==> src/rtl/fifo_wr_arbiter_pkg.sv <==
// Shared types and width helpers for the async-FIFO write-side arbiter.
// Holds the arbiter state encoding and the grant-index / beat-counter width functions.
// Imported by fifo_wr_arbiter and its round-robin finder.
package fifo_wr_arbiter_pkg;

   typedef enum logic {
      IDLE  = 1'b0,
      BURST = 1'b1
   } arb_state_e;

   // Width of a requester index (grant_id, rr_ptr).
   function automatic int gnt_w(input int nreq);
      return (nreq <= 2) ? 1 : $clog2(nreq);
   endfunction

   // Width of the per-grant beat counter; must be able to hold MAX_BURST.
   function automatic int cnt_w(input int max_burst);
      return (max_burst <= 1) ? 1 : $clog2(max_burst + 1);
   endfunction

endpackage

==> src/rtl/fifo_wr_arbiter_rr_pick.sv <==
// Round-robin priority finder: first set bit of req_i at or above rr_ptr_i, wrapping.
// Latency: purely combinational.
// Backpressure: none; any_o reports whether any request is present.
// Ports: req_i (request vector), rr_ptr_i (search start), winner_o (index), any_o.
module fifo_wr_arbiter_rr_pick
   import fifo_wr_arbiter_pkg::*;
#(
   parameter int NREQ = 4
) (
   input  logic [NREQ-1:0]        req_i,
   input  logic [gnt_w(NREQ)-1:0] rr_ptr_i,
   output logic [gnt_w(NREQ)-1:0] winner_o,
   output logic                   any_o
);

   localparam int GNT_W = gnt_w(NREQ);

   logic             found;
   logic [GNT_W-1:0] idx;

   always_comb begin
      winner_o = '0;
      found    = 1'b0;
      idx      = '0;
      for (int i = 0; i < NREQ; i++) begin
         // Modulo NREQ keeps the wrap correct for non-power-of-2 requester counts.
         idx = GNT_W'((int'(rr_ptr_i) + i) % NREQ);
         if (!found && req_i[idx]) begin
            found    = 1'b1;
            winner_o = idx;
         end
      end
      any_o = |req_i;
   end

endmodule

==> src/rtl/fifo_wr_arbiter.sv <==
// Round-robin, burst-locked arbiter sharing one async-FIFO write port among NREQ requesters.
// Latency: 1 cycle IDLE->grant; beats pass combinationally to fifo_winc/fifo_wdata.
// Backpressure: wfull stalls the granted requester; almost_full only blocks new grants.
// Ports: wclk/wrst_n; req_valid/req_data/req_last/req_ready per requester;
//        fifo_winc/fifo_wdata/fifo_wfull/fifo_almost_full to the FIFO;
//        grant_active/grant_id/beat_count status.
module fifo_wr_arbiter
   import fifo_wr_arbiter_pkg::*;
#(
   parameter int NREQ      = 4,
   parameter int DSIZE     = 8,
   parameter int MAX_BURST = 4
) (
   input  logic                         wclk,
   input  logic                         wrst_n,
   input  logic [NREQ-1:0]              req_valid,
   input  logic [NREQ*DSIZE-1:0]        req_data,
   input  logic [NREQ-1:0]              req_last,
   output logic [NREQ-1:0]              req_ready,
   output logic                         fifo_winc,
   output logic [DSIZE-1:0]             fifo_wdata,
   input  logic                         fifo_wfull,
   input  logic                         fifo_almost_full,
   output logic                         grant_active,
   output logic [gnt_w(NREQ)-1:0]       grant_id,
   output logic [cnt_w(MAX_BURST)-1:0]  beat_count
);

   localparam int GNT_W = gnt_w(NREQ);
   localparam int CNT_W = cnt_w(MAX_BURST);

   arb_state_e       state_q, state_d;
   logic [GNT_W-1:0] gnt_q, gnt_d;
   logic [GNT_W-1:0] rr_q, rr_d;
   logic [CNT_W-1:0] cnt_q, cnt_d;

   logic [GNT_W-1:0] pick_win;
   logic             pick_any;
   logic             sel_valid;
   logic             sel_last;

   fifo_wr_arbiter_rr_pick #(
      .NREQ (NREQ)
   ) u_rr_pick (
      .req_i    (req_valid),
      .rr_ptr_i (rr_q),
      .winner_o (pick_win),
      .any_o    (pick_any)
   );

   always_comb begin
      state_d    = state_q;
      gnt_d      = gnt_q;
      rr_d       = rr_q;
      cnt_d      = cnt_q;
      req_ready  = '0;
      fifo_winc  = 1'b0;
      fifo_wdata = '0;
      sel_valid  = 1'b0;
      sel_last   = 1'b0;

      case (state_q)
         IDLE: begin
            // Grant is registered; no beat moves in the arbitration cycle.
            if (pick_any && !fifo_almost_full) begin
               state_d = BURST;
               gnt_d   = pick_win;
               cnt_d   = '0;
            end
         end

         BURST: begin
            // Constant-index loop acts as the grant_id mux for ready, data, valid, last.
            for (int i = 0; i < NREQ; i++) begin
               if (gnt_q == GNT_W'(i)) begin
                  req_ready[i] = !fifo_wfull;
                  fifo_wdata   = req_data[i*DSIZE +: DSIZE];
                  sel_valid    = req_valid[i];
                  sel_last     = req_last[i];
               end
            end
            fifo_winc = sel_valid && !fifo_wfull;

            // Valid gaps and wfull simply hold the grant; only a moved beat advances it.
            if (fifo_winc) begin
               cnt_d = cnt_q + 1'b1;
               if (sel_last || (cnt_q == CNT_W'(MAX_BURST - 1))) begin
                  state_d = IDLE;
                  rr_d    = (gnt_q == GNT_W'(NREQ - 1)) ? '0 : gnt_q + 1'b1;
               end
            end
         end

         default: state_d = IDLE;
      endcase
   end

   always_ff @(posedge wclk or negedge wrst_n) begin
      if (!wrst_n) begin
         state_q <= IDLE;
         gnt_q   <= '0;
         rr_q    <= '0;
         cnt_q   <= '0;
      end else begin
         state_q <= state_d;
         gnt_q   <= gnt_d;
         rr_q    <= rr_d;
         cnt_q   <= cnt_d;
      end
   end

   assign grant_active = (state_q == BURST);
   assign grant_id     = gnt_q;
   assign beat_count   = cnt_q;

endmodule

==> config.mk <==
export PLATFORM = sky130hd
export DESIGN_NAME = fifo_wr_arbiter
export DESIGN_NICKNAME = d
export VERILOG_FILES = /design/src/rtl/fifo_wr_arbiter_pkg.sv /design/src/rtl/fifo_wr_arbiter_rr_pick.sv /design/src/rtl/fifo_wr_arbiter.sv
export SDC_FILE = /design/constraint.sdc
export NUM_CORES = 1
export LEC_CHECK = 0
export ABC_AREA = 1
export CAP_MARGIN = 20
export CORE_ASPECT_RATIO = 2
export CORE_UTILIZATION = 35
export CTS_CLUSTER_DIAMETER = 200
export CTS_CLUSTER_SIZE = 16
export DETAILED_ROUTE_END_ITERATION = 16
export GPL_TIMING_DRIVEN = 0
export PLACE_DENSITY = 0.78
export SKIP_LAST_GASP = 1
export SLEW_MARGIN = 20
export SYNTH_ARGS = -nofsm -noshare
export SYNTH_HDL_FRONTEND = slang
export SYNTH_SLANG_ARGS = --single-unit
==> constraint.sdc <==
create_clock -name wclk -period 1.5 [get_ports wclk]
set_input_delay 0.3 -clock wclk [delete_from_list [all_inputs] [get_ports wclk]]
set_output_delay 0.3 -clock wclk [all_outputs]
set_load 0.05 [all_outputs]
After elaboration in Yosys (flattened, before gate mapping)
Cells that the tools add are included.
{"block": "op_classes", "addsub": 5, "order_cmp": 4, "n_eq_ne": 6, "mux": 44, "bitwise": 1, "n_reduce_logical": 16}
{"op": "two-way mux 8 bit", "n": 5}
{"op": "two-way mux 1 bit", "n": 25}
{"op": "< comparator 2 x 3 -> 1 bit (second input constant)", "n": 4}
{"op": "two-way mux 2 bit", "n": 5}
{"op": "binary-select mux 1 bit (select 2 bit)", "n": 4}
{"op": "two-way mux 3 bit", "n": 2}
{"op": "case mux 3 bit (2 select lines)", "n": 1}
{"op": "logical AND 1 bit", "n": 5}
{"op": "logical NOT 1 bit", "n": 5}
{"op": "adder 2 x 1 -> 2 bit (second input constant)", "n": 2}
{"op": "adder 2 bit (second input constant)", "n": 2}
{"op": "equality test 2 bit (second input constant)", "n": 2}
{"op": "two-way mux 4 bit", "n": 1}
{"op": "AND reduction 2 bit", "n": 2}
{"op": "OR reduction 4 bit", "n": 1}
{"op": "adder 3 x 1 -> 3 bit (second input constant)", "n": 1}
{"op": "equality test 3 x 2 -> 1 bit (second input constant)", "n": 1}
{"op": "AND reduction 3 bit", "n": 1}
{"op": "equality test 2 x 1 -> 1 bit (second input constant)", "n": 1}
{"op": "logical NOT 2 bit", "n": 1}
{"op": "inequality test 2 x 1 -> 1 bit (second input constant)", "n": 1}
{"op": "inequality test 2 bit (second input constant)", "n": 1}
{"op": "case mux 1 bit (2 select lines)", "n": 1}
{"op": "logical OR 1 bit", "n": 1}
{"op": "inverter 1 bit", "n": 1}
{"block": "word_totals", "regBits": 8, "input_bits": 44, "output_inout_bits": 19}

Logic depth before layout (Yosys ltp)
Gate-level depths: netlist of the first run.
{"block": "logic_depth", "ltp_word": 12, "mapped_depth": 11, "ltp_nobuf": 11}

Hierarchy
From an unflattened synthesis of the first run, not the netlist that was laid out.
{"block": "hier_totals", "hier_cells": 177, "hier_area_um2": 1077.3}
{"module": "fifo_wr_arbiter", "n_inst": 1, "cells_each": 128, "area_per_inst_um2": 834.6, "seq_area_each_um2": 200.2}
{"module": "fifo_wr_arbiter_rr_pick", "n_inst": 1, "cells_each": 49, "area_per_inst_um2": 242.7, "seq_area_each_um2": 0.0}

Worst setup path before layout of the first run
OpenSTA, ideal clock, no wires.
{"block": "synth_path", "kind": "register to output", "start": "register gnt_q[0] (netlist: grant_id[0])", "end": "output port fifo_wdata[0]", "arrival_time_ns": 2.328, "required_time_ns": 1.200, "setup_slack_ns": -1.128, "stages_incl_launch_ff": 7, "path_buffers": 1, "cell_sequence": "dfrtp_1 > inv_1 > ha_1 > inv_1 > clkbuf_1 > o21ai_0 > a21oi_1"}
{"block": "synth_via", "elab_chain_len": 6, "word_cells_on_any_way": 9, "classes_between": "eq/ne: 3; mux: 5; reduce/logical: 1"}
{"element": "from (decl)", "line": "fifo_wr_arbiter.sv:33", "text": "logic [GNT_W-1:0] gnt_q, gnt_d;"}
{"element": "from (signal assigned)", "line": "fifo_wr_arbiter.sv:106", "text": "gnt_q <= gnt_d;"}
{"element": "logical NOT 2 bit", "line": "fifo_wr_arbiter.sv:75", "text": "if (gnt_q == GNT_W'(i)) begin"}
{"element": "two-way mux 8 bit (3 in a row)", "line": "fifo_wr_arbiter.sv:75"}
{"element": "two-way mux 8 bit (*)", "line": "fifo_wr_arbiter.sv:75"}
{"element": "two-way mux 8 bit (*)", "line": "fifo_wr_arbiter.sv:62", "text": "case (state_q)"}
{"element": "to (decl)", "line": "fifo_wr_arbiter.sv:21", "text": "output logic [DSIZE-1:0] fifo_wdata,"}
Mark *: on every way between the ends. The rest lies on a longest branch, timed or not.

Worst setup path in the final report of the first run
{"block": "layout_path", "start": "register gnt_q[1] (netlist: grant_id[1])", "end": "output port fifo_wdata[2]"}
Same word-level chain as after synthesis.

==> flow_metrics.env, run 1 <==
export IMPL_worst_clock_skew_ps=2.664
export IMPL_worstSetupEndpointType="primary output"
export IMPL_whs_ps=350.8
export IMPL_cp_arrival_ps=1760
export IMPL_p_leak_uw=0.001059
export IMPL_path_clk_slew_ps=40
export IMPL_drtIter0Drc=25
export IMPL_fin_setup_tns_ps=-7977
export IMPL_grt_usage_pct=30.23
export IMPL_power_density_nw_per_um2=2714
export IMPL_antenna_found_initial=0
export IMPL_cts_sinks=8
export IMPL_maxCapViolations=0
export IMPL_ant_nets=0
export IMPL_fin_crit_sh_pct=137.5
export IMPL_worst_hold_path_type="in -> async"
export IMPL_synth_nets=239
export IMPL_port_buffers=62
export IMPL_root_buffer="clkbuf_8"
export IMPL_synth_edf_count=0
export IMPL_crit_required_ps=1200
export IMPL_fin_crit_ps=2062
export IMPL_design_die_area_um2=3366
export IMPL_max_freq_mhz=485.0
export IMPL_start_kind="flop"
export IMPL_worstSkewPairLatency_ps=240
export IMPL_place_gp_congestion=0.8575
export IMPL_netlist_instances=189
export IMPL_tightest_slew_ps=483.1
export IMPL_synth_warning_count=0
export IMPL_globalRouteOverflowTotal=0
export IMPL_ys_flop_type="dfrtp_1"
export IMPL_remaining_drc_errors=0
export IMPL_grt_max_degree=11
export IMPL_synth_seq_cells=8
export IMPL_num_vias=1620
export IMPL_worst_path_max_fanout=5
export IMPL_setup_ws_ps=-561.8
export IMPL_violations="negative setup slack"
export IMPL_hold_viol=0
export IMPL_nFillCells=213
export IMPL_io_pins=63
export IMPL_cts_htree_levels=1
export IMPL_drive_above_1_share_pct=37.96
export IMPL_area_delta_synth_final_pct=110.0
export IMPL_core_area_um2=2978
export IMPL_setup_worst_path_class="reg -> out"
export IMPL_grt_pass1_vias=1655
export IMPL_async_flop_share_pct=100.0
export IMPL_grt_pass1_wl_mm=7.728
export IMPL_ys_seq_area_share_pct=18.31
export IMPL_setup_viol=21
export IMPL_num_rows=28
export IMPL_n_antenna_cell=0
export IMPL_routedWlPerCell_um=16.62
export IMPL_vdd_drop_max_mv=1.848
export IMPL_die_w_um=41.53
export IMPL_syn_cell_area_um2=1094
export IMPL_wirelength_mm=5.051
export IMPL_rsz0062_at_grt="yes"
export IMPL_syn_avg_cell_area_um2=5.786
export IMPL_cts_tree="done"
export IMPL_die_y_um=81.05
export IMPL_netlist_cell_type_count=20
export IMPL_status="finished, violations left"
export IMPL_clockBufferDepth=2
export IMPL_slew_headroom_pct=67.92
export IMPL_viasPerCell=5.329
export IMPL_start_util_pct=36.72
export IMPL_firstDrtPassIters=4
export IMPL_final_nets=325
export IMPL_numCtsBuffers=3
export IMPL_dpl_hpwl_mm=3.403
export IMPL_slew_viol_final=0
[registers in the layout (all words and copies together) (netlist names)]
signal        flops
beat_count        3
grant_active      1
grant_id          2
rr_q              2
[cells in the final DEF (no fill, tap or decap), drive strengths merged]
cell           synthesis  layout
nand3                 12      12
nand2                 61      61
nor2                  21      21
ha                     6       6
o21ai                 29      29
clkbuf                 2       7
inv                   22      23
buf                    5      35
clkdlybuf4s50          0      43
a21oi                 21      21
o211ai                 1       1
clkdlybuf4s15          0       2
dfrtp                  8       8
dlygate4sd2            0       4
a22oi                  1       1
[metrics by stage]
stage / std cells / setup slack, ps / util [%] / cell area [um2] / power, uW
finish: 304 / -561.8 / 77.10 / 2296 / 6232
global route: 304 / -616.6 / 77.10 / 2296 / 6583
CTS: 299 / -560.7 / 74.08 / 2206 / 5953
detailed placement: 281 / -1126 / 64.03 / 1907 / 4839
global placement: 281 / -1122 / 64.03 / 1907 / 4809
floorplan: 189 / -475.9 / - / 1249 / 3675
[critical path, stage by stage, from the launching register on]
cell,delay (ps)
dfrtp_2,440
inv_4,100
ha_4,200
buf_6,150
a21oi_1,50
o21ai_2,190
o21ai_2,100
a21oi_4,130
buf_6,170
[layer usage]
| metal | vias up | track usage (%) | part of all wire, % |
|---|---|---|---|
| met1 | 725 | 23.92 | 30 |
| li1 | 786 | - | - |
| met4 | 0 | 30.65 | 9.2 |
| met5 | - | 0 | 0 |
| met3 | 33 | 4.000 | 5.2 |
| met2 | 76 | 58.59 | 55 |
[cell usage after synthesis, types with 2 or more instances]
library cell  count  share of area, %
o21ai_1           3               1.4
nor2_1           19               6.5
nand2_1          55                19
o21ai_0          25                11
a21oi_1          20               9.2
nand2_2           6               3.4
nand3_1          12               5.5
inv_1            18               6.2
inv_2             3               1.0
buf_6             4               4.1
clkbuf_1          2              0.69
dfrtp_1           8                18
nor2_2            2               1.1
ha_1              6               6.9
[power by group]
| part | internal [uW] | switching, uW |
|---|---|---|
| combinational | 2210 | 3290 |
| sequential | 321 | 130 |
| clock | 185 | 93.3 |
[final cells by class]
cell class,count,area (um2),share of cell area (%)
Buffer,6,95.09,4.142
Timing Repair inverter,1,6.256,0.2725
Tap cell,30,37.54,1.635
Inverter,22,102.6,4.469
Sequential cell,8,203.9,8.883
Clock buffer,4,45.04,1.962
Timing Repair Buffer,81,815.8,35.53
Multi-Input combinational cell,152,989.7,43.11
[cells by family (layout without fill, tap and decap cells)]
group / count (synthesis) / count (layout) / synth area share, %
simple gates: 94 / 94 / 35.47
buf+inv: 29 / 114 / 13.27
compound gates: 52 / 52 / 26.09
fa+ha+maj: 6 / 6 / 6.865
flops: 8 / 8 / 18.31
[path summary, 6_finish.rpt]
path | start | endpoint | slack [ps] | cells after the start
worst min-delay path | wrst_n | rr_q[0]$_DFFE_PN0P_ | 350 | 1
worst max-delay path | grant_id[1]$_DFFE_PN0P_ | fifo_wdata[2] | -560 | 8
worst min register to register | beat_count[2]$_DFFE_PN0P_ | beat_count[2]$_DFFE_PN0P_ | 500 | 2
worst max register to register | grant_id[1]$_DFFE_PN0P_ | beat_count[0]$_DFFE_PN0P_ | -370 | 11
max in group asynchronous | wrst_n | grant_active$_DFF_PN0_ | 850 | 1
min in group wclk | beat_count[2]$_DFFE_PN0P_ | beat_count[2]$_DFFE_PN0P_ | 500 | 2
[repair_timing]
action                                  in CTS  in global routing
resized for setup                          135                 19
pin swaps                                   11                 19
setup buffers                               11                  5
gates cloned                                 4                  0
endpoints found under the setup margin      27                 23
hold buffers                                 0                  0
Power figures use the tool's default switching activity.
==> run 2, diff against run 1 <==
--- a/config.mk
+++ b/config.mk
@@ -14,6 +14,7 @@
 export DETAILED_ROUTE_END_ITERATION = 16
 export GPL_TIMING_DRIVEN = 0
 export PLACE_DENSITY = 0.78
+export SKIP_CTS_REPAIR_TIMING = 1
 export SKIP_LAST_GASP = 1
 export SLEW_MARGIN = 20
 export SYNTH_ARGS = -nofsm -noshare
==> run 2 against run 1 <==
Effect of this change:
- the run still ends with negative setup slack left
- register-to-register slack worse by 30 ps
- largest power group unchanged
- power shrank 3.2%
- sequential power grew 2%
- die area unchanged
- worst setup slack got worse by 8.0 ps
- sequential share of layout area up 0.12 points
- clock skew is 1.1 ps higher
==> flow_metrics.env, run 2 (synthesis results as in run 1) <==
export IMPL_utilization_pct=76.55
export IMPL_num_vias=1574
export IMPL_drtIter0Drc=25
export IMPL_design_die_area_um2=3366
export IMPL_p_leak_uw=0.001108
export IMPL_port_buffers=62
export IMPL_antenna_found_initial=0
export IMPL_final_common_cell="nand2_1"
export IMPL_crit_chain="inv_4, ha_4, inv_8, clkbuf_16, nor2_1, o21ai_2, o21ai_2, a21oi_4, buf_6"
export IMPL_remaining_drc_errors=0
export IMPL_max_freq_mhz=483.1
export IMPL_grt_max_degree=11
export IMPL_power_switching_uw=3465
export IMPL_grt_pass1_wl_mm=6.541
export IMPL_globalRouteOverflowTotal=0
export IMPL_area_delta_synth_final_pct=108.5
export IMPL_path_clk_slew_ps=40
export IMPL_seqPwrFrac_pct=7.7
export IMPL_worstSetupEndpointType="primary output"
export IMPL_io_pins=63
export IMPL_totalPowerFinal_uw=6032
export IMPL_grt_use_met1_pct=20.97
export IMPL_cts_sinks=8
export IMPL_numCtsBuffers=3
export IMPL_start_kind="flop"
export IMPL_worst_clock_skew_ps=3.788
export IMPL_start_util_pct=36.72
export IMPL_setup_viol=19
export IMPL_p_sw_share_pct=57.45
export IMPL_firstDrtPassIters=4
export IMPL_fin_crit_sh_pct=138.0
export IMPL_root_buffer="clkbuf_8"
export IMPL_slew_headroom_pct=66.56
export IMPL_drive_above_1_share_pct=37.92
export IMPL_cp_arrival_ps=1770
export IMPL_met2_usage_pct=54.37
export IMPL_clock_power_share_pct=4.6
export IMPL_ant_nets=0
export IMPL_tightest_slew_ps=500.9
export IMPL_maxCapViolations=0
export IMPL_clockBufferDepth=2
export IMPL_most_common_layout_cells="54 x nand2_1, 39 x clkdlybuf4s50_1, 16 x o21ai_2"
export IMPL_grt_pass1_vias=1420
export IMPL_setup_worst_path_class="reg -> out"
export IMPL_combPwrFrac_pct=87.7
export IMPL_dpl_worst_slack_ps=-1126
export IMPL_wirelength_mm=4.895
export IMPL_worst_hold_path_type="in -> async"
export IMPL_n_antenna_cell=0
export IMPL_r2r_cells=11
export IMPL_cts_tree="done"
export IMPL_final_nets=320
export IMPL_crit_required_ps=1200
export IMPL_grt_usage_pct=25.51
export IMPL_power_density_nw_per_um2=2646
export IMPL_largest_reg_flops=3
export IMPL_routedWlPerCell_um=16.37
export IMPL_hold_viol=0
export IMPL_status="finished, violations left"
export IMPL_num_rows=28
export IMPL_die_w_um=41.53
export IMPL_slowest_stage="dfrtp_2"
export IMPL_grt_busiest_layer="met2"
export IMPL_slowest_delay_ps=440
export IMPL_dpl_hpwl_mm=3.403
export IMPL_slew_viol_final=0
export IMPL_worstSkewPairLatency_ps=240
export IMPL_rsz0062_at_grt="yes"
export IMPL_viasPerCell=5.264
export IMPL_post_place_cells=281
export IMPL_die_y_um=81.05
export IMPL_core_area_um2=2978
export IMPL_p_int_uw=2566
export IMPL_final_cells=299
export IMPL_fin_crit_ps=2070
export IMPL_crit_top_cell="o21ai_2"
export IMPL_worst_path_max_fanout=5
export IMPL_grt_use_met3_pct=2.444
export IMPL_setup_ws_ps=-569.8
export IMPL_place_gp_congestion=0.8575
export IMPL_violations="negative setup slack"
export IMPL_cts_htree_levels=1
export IMPL_vdd_drop_max_mv=1.857
[run 2: worst max-delay path, delay by kind of cell (launching register included)]
family / cells / cell delay, ps
AND/OR/NAND/NOR: 1 / 140
buffers and inverters: 4 / 460
AO/OA/AOI/OAI: 3 / 270
flip-flops: 1 / 440
adder cells (fa/ha/maj): 1 / 200
[run 2: worst paths after layout]
check	startpoint	to	slack [ps]
worst max-delay path	grant_id[1]$_DFFE_PN0P_	fifo_wdata[0]	-570
worst min-delay path	wrst_n	rr_q[0]$_DFFE_PN0P_	350
worst max register to register	grant_id[1]$_DFFE_PN0P_	rr_q[0]$_DFFE_PN0P_	-400
worst min register to register	beat_count[2]$_DFFE_PN0P_	beat_count[2]$_DFFE_PN0P_	500
max in group asynchronous	wrst_n	grant_active$_DFF_PN0_	850
min in group wclk	beat_count[2]$_DFFE_PN0P_	beat_count[2]$_DFFE_PN0P_	500
[run 2: stage by stage]
stage / setup TNS, ps / cell area [um2] / hold slack [ps]
2_1_floorplan: -7873 / 1249 / 4.409
3_3_place_gp: -15090 / 1907 / 485.1
3_5_place_dp: -15200 / 1907 / 493.3
4_1_cts: -19130 / 1952 / 356.6
5_1_grt: -9036 / 2280 / 374.6
6_report: -7832 / 2280 / 347.6
[run 2: power groups by stage]
| stage | Combinational [uW] | Clock [uW] | Sequential, uW |
|---|---|---|---|
| 2_1_floorplan | 3010 | 0 | 668 |
| 3_3_place_gp | 4360 | 0 | 449 |
| 3_5_place_dp | 4390 | 0 | 451 |
| 6_report | 5290 | 280 | 462 |
| 4_1_cts | 4400 | 289 | 450 |
| 5_1_grt | 5610 | 302 | 472 |
[run 2: area by class of cell]
cell class / count / area (um2)
plain buffers: 6 / 93.84
clock buffers: 4 / 45.04
fillers: 220 / 698.2
inverters: 22 / 105.1
multi-input cells: 152 / 1003
flip-flops and latches: 8 / 205.2
well taps: 30 / 37.54
repair buffers: 77 / 789.5
[run 2: metal layers]
layer	routed length, um	share of wire [%]
met1	1627	33
met2	2793	57
met3	179	3.7
met4	294	6.0
met5	0	0
==> run 3, diff against run 2 <==
--- a/config.mk
+++ b/config.mk
@@ -13,7 +13,7 @@
 export CTS_CLUSTER_SIZE = 16
 export DETAILED_ROUTE_END_ITERATION = 16
 export GPL_TIMING_DRIVEN = 0
-export PLACE_DENSITY = 0.78
+export PLACE_DENSITY = 0.83
 export SKIP_CTS_REPAIR_TIMING = 1
 export SKIP_LAST_GASP = 1
 export SLEW_MARGIN = 20
==> run 3 against run 2 <==
Effect of this change:
- the flow still finishes with violations (negative setup slack)
- non-clock buffer count unchanged
- clock power decreased by 2%
- die area unchanged
- first-iteration DRC count increased by 64%
- critical path depth fell by 1
- utilization increased by 0.84 points
- routed wire length increased by 0.65%
- global-route usage increased by 0.56 points
- clock-buffer cell count did not move
- critical endpoint is now fifo_wdata[4]
==> flow_metrics.env, run 3 (synthesis results as in run 1) <==
export IMPL_slew_viol_final=0
export IMPL_grt_max_degree=11
export IMPL_numCtsBuffers=3
export IMPL_r2r_setup_slack_ps=-250
export IMPL_setup_viol=21
export IMPL_post_dp_cell_area_um2=1907
export IMPL_rsz0062_at_grt="yes"
export IMPL_rr_endpoint="beat_count[1]$_DFFE_PN0P_"
export IMPL_worst_path_max_fanout=6
export IMPL_globalRouteOverflowTotal=0
export IMPL_cts_sinks=8
export IMPL_p_leak_uw=0.001090
export IMPL_routedWlPerCell_um=16.48
export IMPL_antenna_found_initial=0
export IMPL_p_sw_share_pct=56.38
export IMPL_power_density_nw_per_um2=2699
export IMPL_status="finished, violations left"
export IMPL_grt_pass1_wl_mm=6.665
export IMPL_ant_nets=0
export IMPL_port_buffers=62
export IMPL_maxCapViolations=0
export IMPL_tightest_slew_ps=502.3
export IMPL_place_gp_congestion=0.8351
export IMPL_start_kind="flop"
export IMPL_cts_htree_levels=1
export IMPL_start_util_pct=36.72
export IMPL_slew_headroom_pct=66.46
export IMPL_fin_crit_sh_pct=140.5
export IMPL_fin_crit_ps=2108
export IMPL_design_die_area_um2=3366
export IMPL_num_rows=28
export IMPL_design_area_um2=2305
export IMPL_vdd_drop_max_mv=2.009
export IMPL_core_area_um2=2978
export IMPL_n_antenna_cell=0
export IMPL_area_delta_synth_final_pct=110.8
export IMPL_reg2reg_from="grant_id[1]$_DFFE_PN0P_"
export IMPL_power_switching_uw=3507
export IMPL_seqPwrFrac_pct=7.3
export IMPL_worstSetupEndpointType="primary output"
export IMPL_p_int_uw=2713
export IMPL_drive_above_1_share_pct=38.66
export IMPL_root_buffer="clkbuf_8"
export IMPL_clockBufferDepth=2
export IMPL_worst_clock_skew_ps=1.442
export IMPL_drtIter0Drc=41
export IMPL_worstSkewPairLatency_ps=230
export IMPL_setup_worst_path_class="reg -> out"
export IMPL_cts_tree="done"
export IMPL_clock_power_share_pct=4.4
export IMPL_remaining_drc_errors=0
export IMPL_wirelength_mm=4.927
export IMPL_grt_pass1_vias=1438
export IMPL_fin_setup_tns_ps=-7520
export IMPL_crit_required_ps=1200
export IMPL_r2r_cells=11
export IMPL_grt_usage_pct=26.07
export IMPL_most_common_layout_cells="54 x nand2_1, 43 x clkdlybuf4s50_1, 16 x buf_6, 16 x o21ai_2, 13 x inv_1"
export IMPL_largest_reg_flops=3
export IMPL_violations="negative setup slack"
export IMPL_max_freq_mhz=474.4
export IMPL_die_y_um=81.05
export IMPL_setup_ws_ps=-607.9
export IMPL_final_common_cell="nand2_1"
export IMPL_viasPerCell=5.308
export IMPL_nFillCells=209
export IMPL_hold_viol=0
export IMPL_num_vias=1587
export IMPL_whs_ps=342.7
export IMPL_cp_arrival_ps=1810
export IMPL_firstDrtPassIters=5
export IMPL_combPwrFrac_pct=88.3
export IMPL_dpl_hpwl_mm=3.384
export IMPL_die_w_um=41.53
export IMPL_path_clk_slew_ps=40
export IMPL_io_pins=63
export IMPL_final_nets=320
export IMPL_worst_hold_path_type="in -> async"
[run 3: cell types whose count changed in the layout (fill, tap and decap cells not counted), sizes merged]
cell           before  now
clkdlybuf4s50      39   43
dlymetal6s2s        9    5
buf                31   30
clkbuf              8    9
[run 3: cell type report]
type	count	area [um2]	area share [%]
Sequential cell	8	203.9	8.849
Clock buffer	4	45.04	1.954
Tap cell	30	37.54	1.629
Buffer	6	93.84	4.072
Inverter	22	107.6	4.669
Multi-Input combinational cell	152	1010	43.81
Timing Repair Buffer	77	807.0	35.02
[run 3: worst max-delay path, cell delays in order (launching register included)]
cell	delay, ps
dfrtp_2	460
ha_4	230
inv_8	70
clkbuf_16	140
nor2_2	40
o21ai_1	200
o21ai_2	110
a21oi_4	150
buf_8	160
[run 3: metal layers]
layer  share of wire, %  global-route usage [%]  up-vias
li1                   -                       -      772
met2                 57                   52.03       75
met5                  0                       0        -
met3                5.3                   4.444       23
met4                6.0                   18.39        0
met1                 32                   22.09      717
[run 3: stage by stage]
| stage | cells | total power [uW] | util, % | setup slack (ps) |
|---|---|---|---|---|
| after floorplan | 189 | 3675 | - | -475.9 |
| after global placement | 281 | 4773 | 64.03 | -1117 |
| after detailed placement | 281 | 4829 | 64.03 | -1109 |
| after CTS | 285 | 5121 | 65.55 | -1365 |
| after global routing | 299 | 6550 | 77.40 | -668.8 |
| final | 299 | 6219 | 77.40 | -607.9 |
[run 3: worst max-delay path by stage]
stage,from,endpoint,slack (ps),depth (start not counted)
global placement,req_valid[0],fifo_winc,-1120,6
detailed placement,grant_id[0]$_DFFE_PN0P_,fifo_wdata[5],-1110,9
finish,grant_id[0]$_DFFE_PN0P_,fifo_wdata[4],-610,8
global route,grant_id[1]$_DFFE_PN0P_,fifo_wdata[4],-670,9
floorplan,grant_id[1]$_DFFE_PN0P_,fifo_wdata[0],-480,9
CTS,grant_id[0]$_DFFE_PN0P_,fifo_wdata[2],-1370,9
[run 3: power by group through the flow]
stage	Clock (uW)	Combinational (uW)	Sequential, uW
floorplan	0	3010	668
global placement	0	4320	450
detailed placement	0	4380	452
CTS	285	4390	450
global route	297	5780	471
finish	274	5490	456
==> RTL edit 1 (flow settings as in run 2) <==
`rr_q` no longer has a reset.
--- a/src/rtl/fifo_wr_arbiter.sv
+++ b/src/rtl/fifo_wr_arbiter.sv
@@ -101,3 +101,2 @@
          gnt_q   <= '0;
-         rr_q    <= '0;
          cnt_q   <= '0;
@@ -106,5 +105,8 @@
          gnt_q   <= gnt_d;
-         rr_q    <= rr_d;
          cnt_q   <= cnt_d;
       end
+   end
+
+   always_ff @(posedge wclk) begin
+      rr_q <= rr_d;
    end
Check against the original RTL: differs if wrst_n is asserted again (counterexample within 10 cycles, from zero or initial values and one cycle with wrst_n low); with wrst_n held inactive, the same outputs for 10 cycles.
==> RTL edit 1 against run 2 <==
- the run still ends with setup timing left
- total power shrank 6.1%
- count of clock-buffer cells in the layout is the same
- critical path depth shrank 1
- worst hold slack lost 26 ps
- maximum frequency shrank 3.5%
- sequential cell count is the same
- design area grew 2.9%
- setup slack lost 75 ps
- routed wire length shrank 4.8%
- area after synthesis shrank 4.7%
- first-iteration DRC count grew 68%
- critical path type unchanged
- largest cell class unchanged
==> RTL edit 1: results <==
export IMPL_async_flop_share_pct=75.0
export IMPL_synth_edf_count=2
export IMPL_finalClockSkew_ps=3.48
export IMPL_antenna_found_initial=0
export IMPL_top_layer="met4"
export IMPL_setup_violations_final=21
export IMPL_p_comb_mw=4.93
export IMPL_worst_pin_slew_ps=508
export IMPL_startpoint="grant_id[0]"
export IMPL_r2r_end="rr_q[1]"
export IMPL_wl_per_cell_um=16.0
export IMPL_post_place_ws_ps=-1090
export IMPL_cts_buffers=3
export IMPL_failed_checks="setup timing"
export IMPL_netlist_instances=180
export IMPL_drive_gt1_share_pct=39.9
export IMPL_p_leak_nw=1.07
export IMPL_clk_latency_ps=230
export IMPL_final_nets=314
export IMPL_use_met3_pct=3.07
export IMPL_p_int_mw=2.58
export IMPL_detail_route_iter0_violations=42
export IMPL_dp_hpwl_mm=3.19
export IMPL_fillers=171
export IMPL_root_buffer="clkbuf_8"
export IMPL_irDropWorstVdd_mv=1.78
export IMPL_gp_congestion=0.884
export IMPL_crit_arrival_ps=1840
export IMPL_max_stage_delay_ps=520
export IMPL_p_comb_share_pct=87.0
export IMPL_syn_nets=230
export IMPL_place_inst=271
export IMPL_ys_flop_type="dfrtp_1"
export IMPL_slowest_stage="dfrtp_4"
export IMPL_wl_met1_mm=1.58
export IMPL_gr_usage_met2_pct=49.7
export IMPL_tns_ps=-9400
export IMPL_synthTopCellsByCount="nand2_1 (45), o21ai_0 (26), a21oi_1 (22), nor2_1 (20), inv_1 (17)"
export IMPL_met1_usage_pct=23.4
export IMPL_holdWs_ps=322
export IMPL_grt_usage_pct=25.3
export IMPL_h_tree_depth=1
export IMPL_synthDistinctLibCells=22
export IMPL_reg2reg_slack_ps=-570
export IMPL_grt_first_pass_wirelength_mm=5.86
export IMPL_crit_family="compound AO/OA/AOI/OAI gates"
export IMPL_postLayoutSetupSlackWorst_ps=-645
export IMPL_routed_wl_mm=4.66
export IMPL_reg2regPathDepth=9
export IMPL_synth_area_leaders="nand2_1 (16%), dfrtp_1 (14%), o21ai_0 (12%)"
export IMPL_largest_reg_flops=3
export IMPL_outcome="finished, violations left"
export IMPL_wl_met2_mm=2.61
export IMPL_wl_met3_um=275
export IMPL_synth_seq_area_share_pct=20.2
export IMPL_dr_pass1_iters=4
export IMPL_n_antenna_cell=0
export IMPL_viasPerCell=5.40
export IMPL_grt_pass1_vias=1426
[RTL edit 1: area by class of cell]
type                            count  area [µm²]  share of cell area [%]
Inverter                           21         106                    4.54
Clock buffer                        4        45.0                    1.92
Sequential cell                     8         219                    9.34
Buffer                              7         101                    4.32
Timing Repair Buffer               79         833                    35.5
Tap cell                           29        36.3                    1.55
Multi-Input combinational cell    144        1000                    42.8
[RTL edit 1: stage by stage]
step | util (%) | instance area, µm²
3_5_place_dp | 69.0 | 1930
2_1_floorplan | - | 1280
4_1_cts | 70.6 | 1980
6_report | 83.6 | 2340
5_1_grt | 83.6 | 2340
3_3_place_gp | 69.0 | 1930
[RTL edit 1: kinds of logic after synthesis]
logic type	Yosys count	synth area share (%)
AND/OR/NAND/NOR	86	34.7
AO/OA/AOI/OAI	52	26.2
buffers and inverters	28	11.8
flip-flops	8	20.2
adder cells (fa/ha/maj)	6	7.20
==> RTL edit 2 (flow settings as in run 2) <==
Made on the original files. The parameter `DSIZE` goes from 8 to 4.
--- a/src/rtl/fifo_wr_arbiter.sv
+++ b/src/rtl/fifo_wr_arbiter.sv
@@ -10,3 +10,3 @@
    parameter int NREQ      = 4,
-   parameter int DSIZE     = 8,
+   parameter int DSIZE     = 4,
    parameter int MAX_BURST = 4
Ports: changed (resized fifo_wdata and req_data); port bits go from 63 to 43. No check against the original RTL was run, so the function may have changed too.
==> RTL edit 2 against run 2 <==
- the flow still finishes with violations (setup timing)
- sequential share of layout area up 2.8 points
- first-iteration DRC count grew 44%
- routed wire length fell by 35%
- sequential cell count stayed put
- area after synthesis is 14% lower
- design area fell by 23%
- maximum frequency up 4.7%
- setup slack improved by 93 ps
- total power down 26%
- largest power group unchanged
==> RTL edit 2: results <==
export IMPL_synthTopCellsByCount="nand2_1 (63), inv_1 (19), a21oi_1 (14), o21ai_0 (13), nand3_1 (11)"
export IMPL_final_nets=251
export IMPL_grt_usage_pct=21.6
export IMPL_place_inst=231
export IMPL_cp_max_fo=8
export IMPL_p_leak_nw=0.926
export IMPL_instances_no_fill=244
export IMPL_clk_latency_ps=230
export IMPL_setup_violations_final=16
export IMPL_failed_checks="setup timing"
export IMPL_grt_pass1_vias=1092
export IMPL_drive_gt1_share_pct=31.5
export IMPL_viasPerCell=5.23
export IMPL_dp_hpwl_mm=2.47
export IMPL_synth_seq_area_share_pct=21.2
export IMPL_wl_met1_mm=1.09
export IMPL_max_slew_margin_pct=66.1
export IMPL_synthDistinctLibCells=21
export IMPL_wl_per_cell_um=13.1
export IMPL_r2r_end="beat_count[2]"
export IMPL_post_place_ws_ps=-1140
export IMPL_crit_arrival_ps=1680
export IMPL_gp_congestion=0.750
export IMPL_irDropWorstVdd_mv=1.47
export IMPL_syn_area_per_cell_um2=5.86
export IMPL_synth_area_leaders="nand2_1 (25%), dfrtp_1 (21%), ha_1 (8.0%)"
export IMPL_wl_met2_mm=1.97
export IMPL_place_area_um2=1520
export IMPL_outcome="finished, violations left"
export IMPL_reg2regPathDepth=10
export IMPL_syn_nets=195
export IMPL_detail_route_iter0_violations=36
export IMPL_postLayoutSetupSlackWorst_ps=-477
export IMPL_tns_ps=-3640
export IMPL_numPortBuffers=42
export IMPL_use_met3_pct=2.92
export IMPL_reg2reg_slack_ps=-170
export IMPL_antenna_found_initial=0
export IMPL_fillers=218
export IMPL_synthAdderAreaFrac_pct=7.96
export IMPL_gr_usage_met2_pct=42.0
export IMPL_holdWs_ps=348
export IMPL_finalClockSkew_ps=5.84
export IMPL_met1_usage_pct=22.1
export IMPL_wl_met3_um=109
-- RTL edit 2: cell count changes in the layout (fill, tap and decap cells not counted), sizes merged, moves of 2 or more --
cell                  run 2  this run
a21oi                    21        15
buf                      31        19
o21ai                    29        16
clkdlybuf4s50            39        24
nor2                     21        10
nand2                    61        64
nand4                     0         2
-- RTL edit 2: kinds of logic (layout without fill, tap and decap cells) --
kind of cell / Yosys count / in the layout
AND/OR/NAND/NOR: 88 / 88
buffers and inverters: 25 / 80
flip-flops: 8 / 8
adder cells (fa/ha/maj): 6 / 6
AO/OA/AOI/OAI: 34 / 34
-- RTL edit 2: worst max path at each step --
stage                           start   endpoint  slack [ps]  cells after the start
after floorplan           grant_id[0]    rr_q[0]        -420                      9
after global placement     fifo_wfull  fifo_winc       -1120                      5
after detailed placement   fifo_wfull  fifo_winc       -1140                      5
after CTS                 grant_id[0]  fifo_winc       -1290                      7
after global routing      grant_id[0]  fifo_winc        -560                      7
final                     grant_id[1]  fifo_winc        -480                      7
-- RTL edit 2: final cells by class --
class	instances	area, µm²	share of cell area, %
buffer	3	41.3	2.36
clock buffer	4	45.0	2.57
inverter	22	97.6	5.57
multi-input combinational	128	791	45.1
sequential	8	206	11.8
tap	28	35.0	2.00
timing repair buffer	51	536	30.6
-- RTL edit 2: worst max-delay path, cell delays in order (launching register included) --
cell	delay [ps]
dfrtp_2	450
inv_4	100
ha_4	190
inv_6	60
o21ai_2	110
nand2_1	90
a21oi_4	250
buf_6	200
-- RTL edit 2: power by group --
part | internal, mW | switching [mW] | total [mW] | leakage (nW)
Combinational | 1.46 | 2.25 | 3.71 | 0.809
Sequential | 0.333 | 0.160 | 0.494 | 0.0934
Clock | 0.184 | 0.0829 | 0.267 | 0.0228
Total | 1.97 | 2.50 | 4.47 | 0.926
